## config.mk

```make
export PLATFORM = sky130hd
export DESIGN_NAME = imem_arbiter
export DESIGN_NICKNAME = d
export VERILOG_FILES = /design/src/rtl/imem_arbiter.sv
export SDC_FILE = /design/constraint.sdc
export NUM_CORES = 1
export LEC_CHECK = 0
export ABC_AREA = 1
export CAP_MARGIN = 20
export CELL_PAD_IN_SITES_DETAIL_PLACEMENT = 0
export CELL_PAD_IN_SITES_GLOBAL_PLACEMENT = 1
export CORE_ASPECT_RATIO = 1.25
export CORE_MARGIN = 1.5
export CORE_UTILIZATION = 12
export DETAILED_ROUTE_END_ITERATION = 16
export HOLD_SLACK_MARGIN = 0.12
export PLACE_DENSITY_LB_ADDON = 0.1
export RECOVER_POWER = 25
export SLEW_MARGIN = 30
export SYNTH_ARGS = -nofsm -noshare
export SYNTH_HDL_FRONTEND = slang
export SYNTH_SLANG_ARGS = --single-unit
```

## constraint.sdc

```tcl
create_clock -name clk -period 3.6 [get_ports clk]
set_clock_uncertainty 0.1 [all_clocks]
set_input_delay 0.72 -clock clk [delete_from_list [all_inputs] [get_ports clk]]
set_output_delay 0.72 -clock clk [all_outputs]
set_load 0.01 [all_outputs]
```

## src/rtl/imem_arbiter.sv

```systemverilog
// Fetch/loader arbiter for the single-port instruction memory.
// Fetch has priority; starvation counter and lock mode let the loader through.
module imem_arbiter #(
  parameter int unsigned STARVE_MAX = 4,
  parameter int unsigned MEM_WORDS  = 'h20000
) (
  input  logic        clk,
  input  logic        rst_n,
  input  logic        f_req,
  input  logic [31:0] f_addr,
  output logic        f_gnt,
  output logic        f_rvalid,
  output logic [31:0] f_rdata,
  output logic        f_err,
  input  logic        d_req,
  input  logic        d_we,
  input  logic        d_lock,
  input  logic [31:0] d_addr,
  input  logic [31:0] d_wdata,
  output logic        d_gnt,
  output logic        d_rvalid,
  output logic [31:0] d_rdata,
  output logic        d_err,
  output logic        m_en,
  output logic        m_we,
  output logic [16:0] m_addr,
  output logic [31:0] m_wdata,
  input  logic [31:0] m_rdata
);

  localparam logic [3:0]  SMAX = 4'(STARVE_MAX);
  localparam logic [29:0] WLIM = 30'(MEM_WORDS);

  typedef enum logic {NORMAL, LOCKED} state_t;

  state_t      state, state_n;
  logic [3:0]  starve, starve_n;
  logic        pend, owner, rbad;
  logic        f_bad, d_bad;
  logic        rd_gnt, gnt_bad;

  assign f_bad = (|f_addr[1:0]) || (f_addr[31:2] >= WLIM);
  assign d_bad = (|d_addr[1:0]) || (d_addr[31:2] >= WLIM);

  always_comb begin
    f_gnt    = 1'b0;
    d_gnt    = 1'b0;
    state_n  = state;
    starve_n = starve;
    unique case (state)
      NORMAL: begin
        if (d_req && starve == SMAX) d_gnt = 1'b1;
        else if (f_req)              f_gnt = 1'b1;
        else if (d_req)              d_gnt = 1'b1;
        if (d_gnt && d_lock) state_n = LOCKED;
      end
      LOCKED: begin
        d_gnt = d_req;
        // d_gnt mirrors d_req here, so both exit conditions reduce to !d_lock
        if (!d_lock) state_n = NORMAL;
      end
    endcase
    if (state == LOCKED || d_gnt || !d_req) starve_n = 4'd0;
    else if (starve != SMAX)                starve_n = starve + 4'd1;
  end

  always_comb begin
    m_en    = 1'b0;
    m_we    = 1'b0;
    m_addr  = 17'd0;
    m_wdata = 32'd0;
    if (d_gnt) begin
      m_wdata = d_wdata;
      if (!d_bad) begin
        m_en   = 1'b1;
        m_we   = d_we;
        m_addr = d_addr[18:2];
      end
    end else if (f_gnt && !f_bad) begin
      m_en   = 1'b1;
      m_addr = f_addr[18:2];
    end
  end

  assign rd_gnt  = f_gnt | (d_gnt & ~d_we);
  assign gnt_bad = d_gnt ? d_bad : f_bad;

  always_ff @(posedge clk or negedge rst_n) begin
    if (!rst_n) begin
      state  <= NORMAL;
      starve <= 4'd0;
      pend   <= 1'b0;
      owner  <= 1'b0;
      rbad   <= 1'b0;
    end else begin
      state  <= state_n;
      starve <= starve_n;
      pend   <= rd_gnt;
      owner  <= d_gnt;
      rbad   <= rd_gnt & gnt_bad;
    end
  end

  assign f_rvalid = pend & ~owner;
  assign d_rvalid = pend & owner;
  assign f_err    = f_rvalid & rbad;
  assign d_err    = (d_rvalid & rbad) | (d_gnt & d_we & d_bad);
  assign f_rdata  = (f_rvalid && !rbad) ? m_rdata : 32'd0;
  assign d_rdata  = (d_rvalid && !rbad) ? m_rdata : 32'd0;

endmodule

```

======== Word level (Yosys, flattened, before mapping) ========
Cells that the tools add are included.
word-level totals
  logic and storage cells ................. 63
  output and inout bits ................... 121
  bits in registers ....................... 8
  bits of input ports ..................... 134
cells by class
  equality and inequality tests ........... 2
  $add $sub $neg .......................... 1
  magnitude comparators ................... 2
  bitwise operators ....................... 13
  mux-type cells .......................... 25
  reductions and logical operators ........ 15
operators with widths
  kind                                                                     number
  32-bit two-way mux                                                       3
  30-bit by 18-bit >= comparator with 1-bit output, second input constant  2
  17-bit two-way mux                                                       3
  1-bit two-way mux                                                        15
  1-bit bitwise AND                                                        8
  4-bit two-way mux                                                        2
  1-bit logical AND                                                        5
  4-bit by 1-bit adder with 4-bit output, second input constant            1
  4-bit by 3-bit == test with 1-bit output, second input constant          1
  1-bit logical OR                                                         4
  4-bit by 3-bit != test with 1-bit output, second input constant          1
  1-bit one-hot mux with 2 select lines                                    2
  2-bit OR reduction                                                       2
  1-bit logical NOT                                                        3
  1-bit inverter                                                           3
  1-bit bitwise OR                                                         2
  2-bit nonzero test                                                       1

======== Logic depth before layout (Yosys ltp) ========
Gate-level depths: netlist (run 1).
  depth in word-level cells ............... 8
  mapped depth ............................ 11
  gate-level depth less buffers ........... 11

======== Worst setup path before layout (run 1) ========
OpenSTA, ideal clock, no wires.
  path kind ............................... input -> output
  start point ............................. in f_addr[31]
  end point ............................... out m_addr[10]
  required time ........................... 2.780 ns
  arrival time ............................ 1.532 ns
  slack ................................... 1.248 ns
  path buffers ............................ 1
  stages .................................. 8
  path through ............................ inv_1 -> nand2_1 -> nor2_1 -> nand2_1 -> nor2_4 -> buf_2 -> nand4_1 -> nand2_1
between the ends
  word-level cells in the longest chain between the ends .. 6
ends and longest elaborated chain
  item                                              RTL line  RTL
  start, declared                                   10        input logic [31:0] f_addr,
  30-bit by 18-bit >= comparator with 1-bit output  42        assign f_bad = (|f_addr[1:0]) || (f_addr[31:2] >= WLIM);
  1-bit logical OR                                  42
  1-bit logical NOT                                 79        end else if (f_gnt && !f_bad) begin
  1-bit logical AND                                 79
  17-bit two-way mux                                79
  17-bit two-way mux                                72        if (d_gnt) begin
  end, declared                                     26        output logic [16:0] m_addr,
Every way passes these cells.

======== Worst setup path after layout (run 1) ========
  start point ............................. in f_req
  end point ............................... out m_addr[7]
between the ends
  word-level cells in the longest chain between the ends .. 6
  elaborated cells between the ends (all ways) .. 10
  those cells by class .................... mux (9); reduce/logical (1)
ends and longest elaborated chain
  item                  RTL line  RTL
  start, declared       9         input logic f_req,
  1-bit two-way mux     53        else if (f_req) f_gnt = 1'b1;
  1-bit two-way mux     52        if (d_req && starve == SMAX) d_gnt = 1'b1;
  1-bit two-way mux     50        unique case (state)
  1-bit logical AND     79
  17-bit two-way mux    79
  17-bit two-way mux *  72
Every way passes the cells marked *; elsewhere a longest branch is shown, timed or not. The select of a mux whose other input is x is not followed.

==> results.cfg, run 1 <==
[final_layout]
drive_gt1_share_pct = 3.22
final_common_cell = clkdlybuf4s50_1
final_cell_mix = clkdlybuf4s50_1, nor2_1, inv_1
final_nets = 728
fin_util_pct = 34.8
antenna_cells = 0
areaGrowthSynthToFinish_pct = 181

[drt]
drtIter0Drc = 74
first_pass_iters = 4
drt-total-wl_um = 9610
vias = 2787
drt-vias-per-instance = 3.68
drt_drc_violations_left = 0
wl_per_cell_um = 12.7
antenna_left = 0

[sta]
min_period_ns = 3.37
maxSlewViolCount = 0
max_slew_margin_pct = 73.7
rsz0062_at_grt = false
hold_viol = 0
tns_ns = 0
final.period_utilization_pct = 93.7
fin_ws_ns = 0.226
fmax_mhz = 296
worstMarginPinSlew_ns = 0.393
setup_viol_count_final = 0

[yosys]
synth_area_leaders = nor2_1, inv_1, dfrtp_1
seq_area_frac_synth_pct = 12.6
netlist.area_leader.share_pct = 29.5
synthesis.area_per_instance_um2 = 4.69
netlist_area_um2 = 1590
netlist-cell-type-count = 20
yosys_warnings = 0
synthCells = 339
ys_ff_latch = 8
yosysTopAreaCell = nor2_1
syn_nets = 475

[floorplanning]
design.portCount = 255
die_y_um = 132
initial_core_util_pct = 12.4
die-area_um2 = 14000
rows = 46
dieWidth_um = 106
core_um2 = 12800

[cts]
clockRootBuffer = clkbuf_16
cts_hold_buf = 0
clock_path_buffers = 2
clkTransAtPathRegs_ns = 0.04
clock_sinks = 8
cts_tree = built
h-tree-depth = 1
worstSkewPairLatency_ns = 0.23
cts_setup_buffers = 0
numCtsBuffers = 3

[worst_setup_path]
critPathArrivalTime_ns = 2.55
worstPathRequired_ns = 2.78
rrSetupSlack_ns = 1.94
start_kind = input pin
path_class = input pin to output pin
cp_max_fo = 11
setup.worst_path.end_class = output pin

[run]
max-cap-violations = 0

[hold_path]
hold_class = flop to flop

[pwr]
powerDensity_nw_per_um2 = 170
irDropWorstVdd_v = 0.000108
leakage_nw = 2.18

[global_route]
grt.total_usage_pct = 13.1
antenna_found_initial = 0
grt-ovfl-total = 0
grt_pass1_vias = 2671
grt_pass1_wl_um = 14600
grt_max_degree = 33

[placement]
place_ws_ns = 0.138
gp_congestion = 0.784
hpwlAfterDp_um = 8230
port_buffers = 254

[outcome]
status = complete, no violations
Yosys cell counts:
cell      instances
clkinv_1          1
ha_1              2
buf_2             9
a21oi_1           1
nor3_1            1
nand4_1          17
xnor2_1           1
nand3_1          21
nor2_2            3
buf_6             2
clkbuf_1          6
nand2_1          48
nor2_4            1
inv_1            88
nand2_2           1
dfrtp_1           8
nor2_1          125
nand3b_1          1
xor2_1            1
o21ai_0           2
cell families after synthesis:
group	synth area share (%)
buffers and inverters	26.7
DFF	12.6
adders and majority gates	1.57
and+or+nand+nor	57.2
xor gates and xnor gates	1.10
AOI/OAI and AO/OA	0.943
metal layers:
metal  vias to the layer above  global-route usage [%]  share of wire [%]
met5                         -                       0                  0
met4                         0                    1.73               0.61
met3                         5                    3.26                8.1
met2                       139                    25.9                 54
met1                      1166                    14.1                 37
li1                       1477                       -                  -
sequential cells by signal (all words and copies together) (netlist names):
register,flops
pend,1
owner,1
state,1
starve,4
rbad,1
power by group:
group | internal (mW) | total, mW | switching, mW
registers | 0.0958 | 0.0988 | 0.00300
clock network | 0.143 | 0.187 | 0.0439
logic | 0.280 | 0.472 | 0.192
worst paths after layout:
| path | from | end | cells after the start |
|---|---|---|---|
| hold / removal | starve[0] | starve[0] | 1 |
| setup / recovery | f_req | m_addr[7] | 9 |
| max in group asynchronous | rst_n | starve[3] | 1 |
| min in group asynchronous | rst_n | starve[1] | 1 |
| setup reg to reg | starve[0] | rbad | 11 |
| hold reg to reg | starve[0] | starve[0] | 1 |
critical path: stages:
cell	delay [ns]
clkdlybuf4s50_1	0.49
inv_1	0.06
a21oi_1	0.14
nand2_1	0.10
nand2_2	0.13
buf_4	0.20
nand4_1	0.10
nand2_1	0.07
clkdlybuf4s50_1	0.54
per-stage QoR:
step,cells,hold slack [ns],total power [mW],area [um^2]
2_1_floorplan,339,0.324,0.255,1590
5_1_grt,758,0.409,0.811,4470
4_1_cts,758,0.387,0.778,4470
6_report,758,0.383,0.758,4470
3_3_place_gp,755,0.380,0.584,4390
3_5_place_dp,755,0.382,0.585,4390
repair_timing:
item / in CTS / in global routing
endpoints found under the setup margin: 0 / 16
resized for setup: 0 / 2
hold endpoints to repair: 0 / 0
final cells by class:
cell class / count / area (um^2)
fillers: 1408 / 8370
repair buffers: 265 / 2680
multi-input cells: 225 / 967
inverters: 89 / 334
well taps: 168 / 210
flip-flops and latches: 8 / 200
clock buffers: 3 / 75.1
Power figures use the tool's default switching activity.
==> run 2: changes to the inputs <==
- CTS_CLUSTER_DIAMETER: unset -> 150
==> results of run 2 <==
No change in the layout: final DEF, timing and power equal those of run 1.
==> run 3: changes to the inputs <==
- GPL_TIMING_DRIVEN: unset -> 0
- REMOVE_ABC_BUFFERS: unset -> 1
==> results.cfg, run 3 (synthesized netlist as in run 1, its figures left out) <==
[global_route]
grt_max_degree = 33
grt.total_usage_pct = 14.0
grt_pass1_vias = 2679
grt_pass1_wl_um = 15400
met1_usage_pct = 15.3
use_met3_pct = 2.13
antenna_found_initial = 0
use_met2_pct = 28.8
top_usage_layer = met2
grt-ovfl-total = 0

[worst_setup_path]
start_kind = input pin
endpoint = m_addr[5]
worstPathRequired_ns = 2.78
critPathArrivalTime_ns = 2.63
reg2reg_depth = 12
path_class = input pin to output pin
rrSetupSlack_ns = 1.82
cp_max_fo = 23
cp-startpoint = f_req
reg2reg_to = rbad
r2r_start = starve[0]
setup.worst_path.end_class = output pin

[sta]
maxSlewViolCount = 0
fmax_mhz = 290
fin_ws_ns = 0.146
max_slew_margin_pct = 23.4
final.period_utilization_pct = 95.9
min_period_ns = 3.45
hold_viol = 0
rsz0062_at_grt = false
setup_viol_count_final = 0
worstMarginPinSlew_ns = 1.15

[final_layout]
final_cell_mix = clkdlybuf4s50_1, nor2_1, inv_1
final_nets = 727
drive_gt1_share_pct = 4.24
largest_reg_flops = 4
finalInstanceArea_um2 = 4510
fin_util_pct = 35.1
top_register = starve
areaGrowthSynthToFinish_pct = 183
antenna_cells = 0
final_common_cell = clkdlybuf4s50_1

[hold_path]
hold_class = flop to flop
whs_path_depth = 1

[placement]
hpwlAfterDp_um = 8500
placedInstanceArea_um2 = 4300
gp_congestion = 0.747
port_buffers = 254
place_ws_ns = -0.591

[cts]
numCtsBuffers = 3
worstSkewPairLatency_ns = 0.23
clock_sinks = 8
clockRootBuffer = clkbuf_16
cts_hold_buf = 0
clkTransAtPathRegs_ns = 0.04
cts_tree = built
clock_path_buffers = 2
h-tree-depth = 1

[floorplanning]
rows = 46
die-area_um2 = 14000
dieWidth_um = 106
die_y_um = 132
initial_core_util_pct = 12.4
core_um2 = 12800
design.portCount = 255

[drt]
drt-vias-per-instance = 3.75
antenna_left = 0
drtIter0Drc = 83
first_pass_iters = 4
drt-total-wl_um = 10500
drt_drc_violations_left = 0
wl_per_cell_um = 13.9
vias = 2839

[pwr]
leakage_nw = 2.16
irDropWorstVdd_v = 0.000222
powerDensity_nw_per_um2 = 173

[run]
max-cap-violations = 0

[outcome]
status = complete, no violations
==> run 3: how the worst min path moves through the flow <==
| stage | startpoint | end | slack, ns |
|---|---|---|---|
| after floorplan | rst_n | owner | 0.32 |
| after global placement | starve[0] | starve[0] | 0.38 |
| after detailed placement | starve[0] | starve[0] | 0.39 |
| after CTS | starve[0] | starve[0] | 0.39 |
| after global routing | starve[0] | starve[0] | 0.43 |
| final | starve[0] | starve[0] | 0.39 |
==> run 3: metal layers <==
| layer | vias up | share of wire, % |
|---|---|---|
| met4 | 0 | 0.19 |
| met1 | 1247 | 38 |
| met5 | - | 0 |
| li1 | 1486 | - |
| met2 | 102 | 57 |
| met3 | 4 | 4.8 |
==> run 3: worst max-delay path: stages <==
cell,delay (ns)
clkdlybuf4s50_1,0.47
inv_1,0.06
a21oi_2,0.11
nand2_1,0.16
nand2_8,0.19
buf_16,0.17
nand4_1,0.10
nand2_1,0.07
clkdlybuf4s50_1,0.55
==> run 3: per-stage QoR <==
step / total power, mW / cells / TNS [ns] / hold WS [ns]
2_1_floorplan: 0.242 / 322 / 0 / 0.324
3_3_place_gp: 0.569 / 744 / -41.72 / 0.377
3_5_place_dp: 0.577 / 746 / -12.48 / 0.389
4_1_cts: 0.782 / 751 / 0 / 0.394
5_1_grt: 0.829 / 757 / 0 / 0.429
6_report: 0.778 / 757 / 0 / 0.387
==> run 3: layout make-up <==
cell class              instances  area (um^2)
flip-flops and latches          8          200
repair buffers                262         2650
inverters                      89          335
fillers                      1395         8330
well taps                     168          210
clock buffers                   3         75.1
multi-input cells             227         1030
==> run 3: power breakdown <==
group	switching, mW	internal, mW
logic	0.205	0.288
registers	0.00300	0.0958
clock network	0.0421	0.143
==> run 3: repair_timing <==
action	CTS	global route
endpoints found under the hold margin	0	0
setup buffers	1	5
gates resized for setup	8	4
gates cloned	1	1
setup endpoints to repair	40	19
pin swaps	1	3
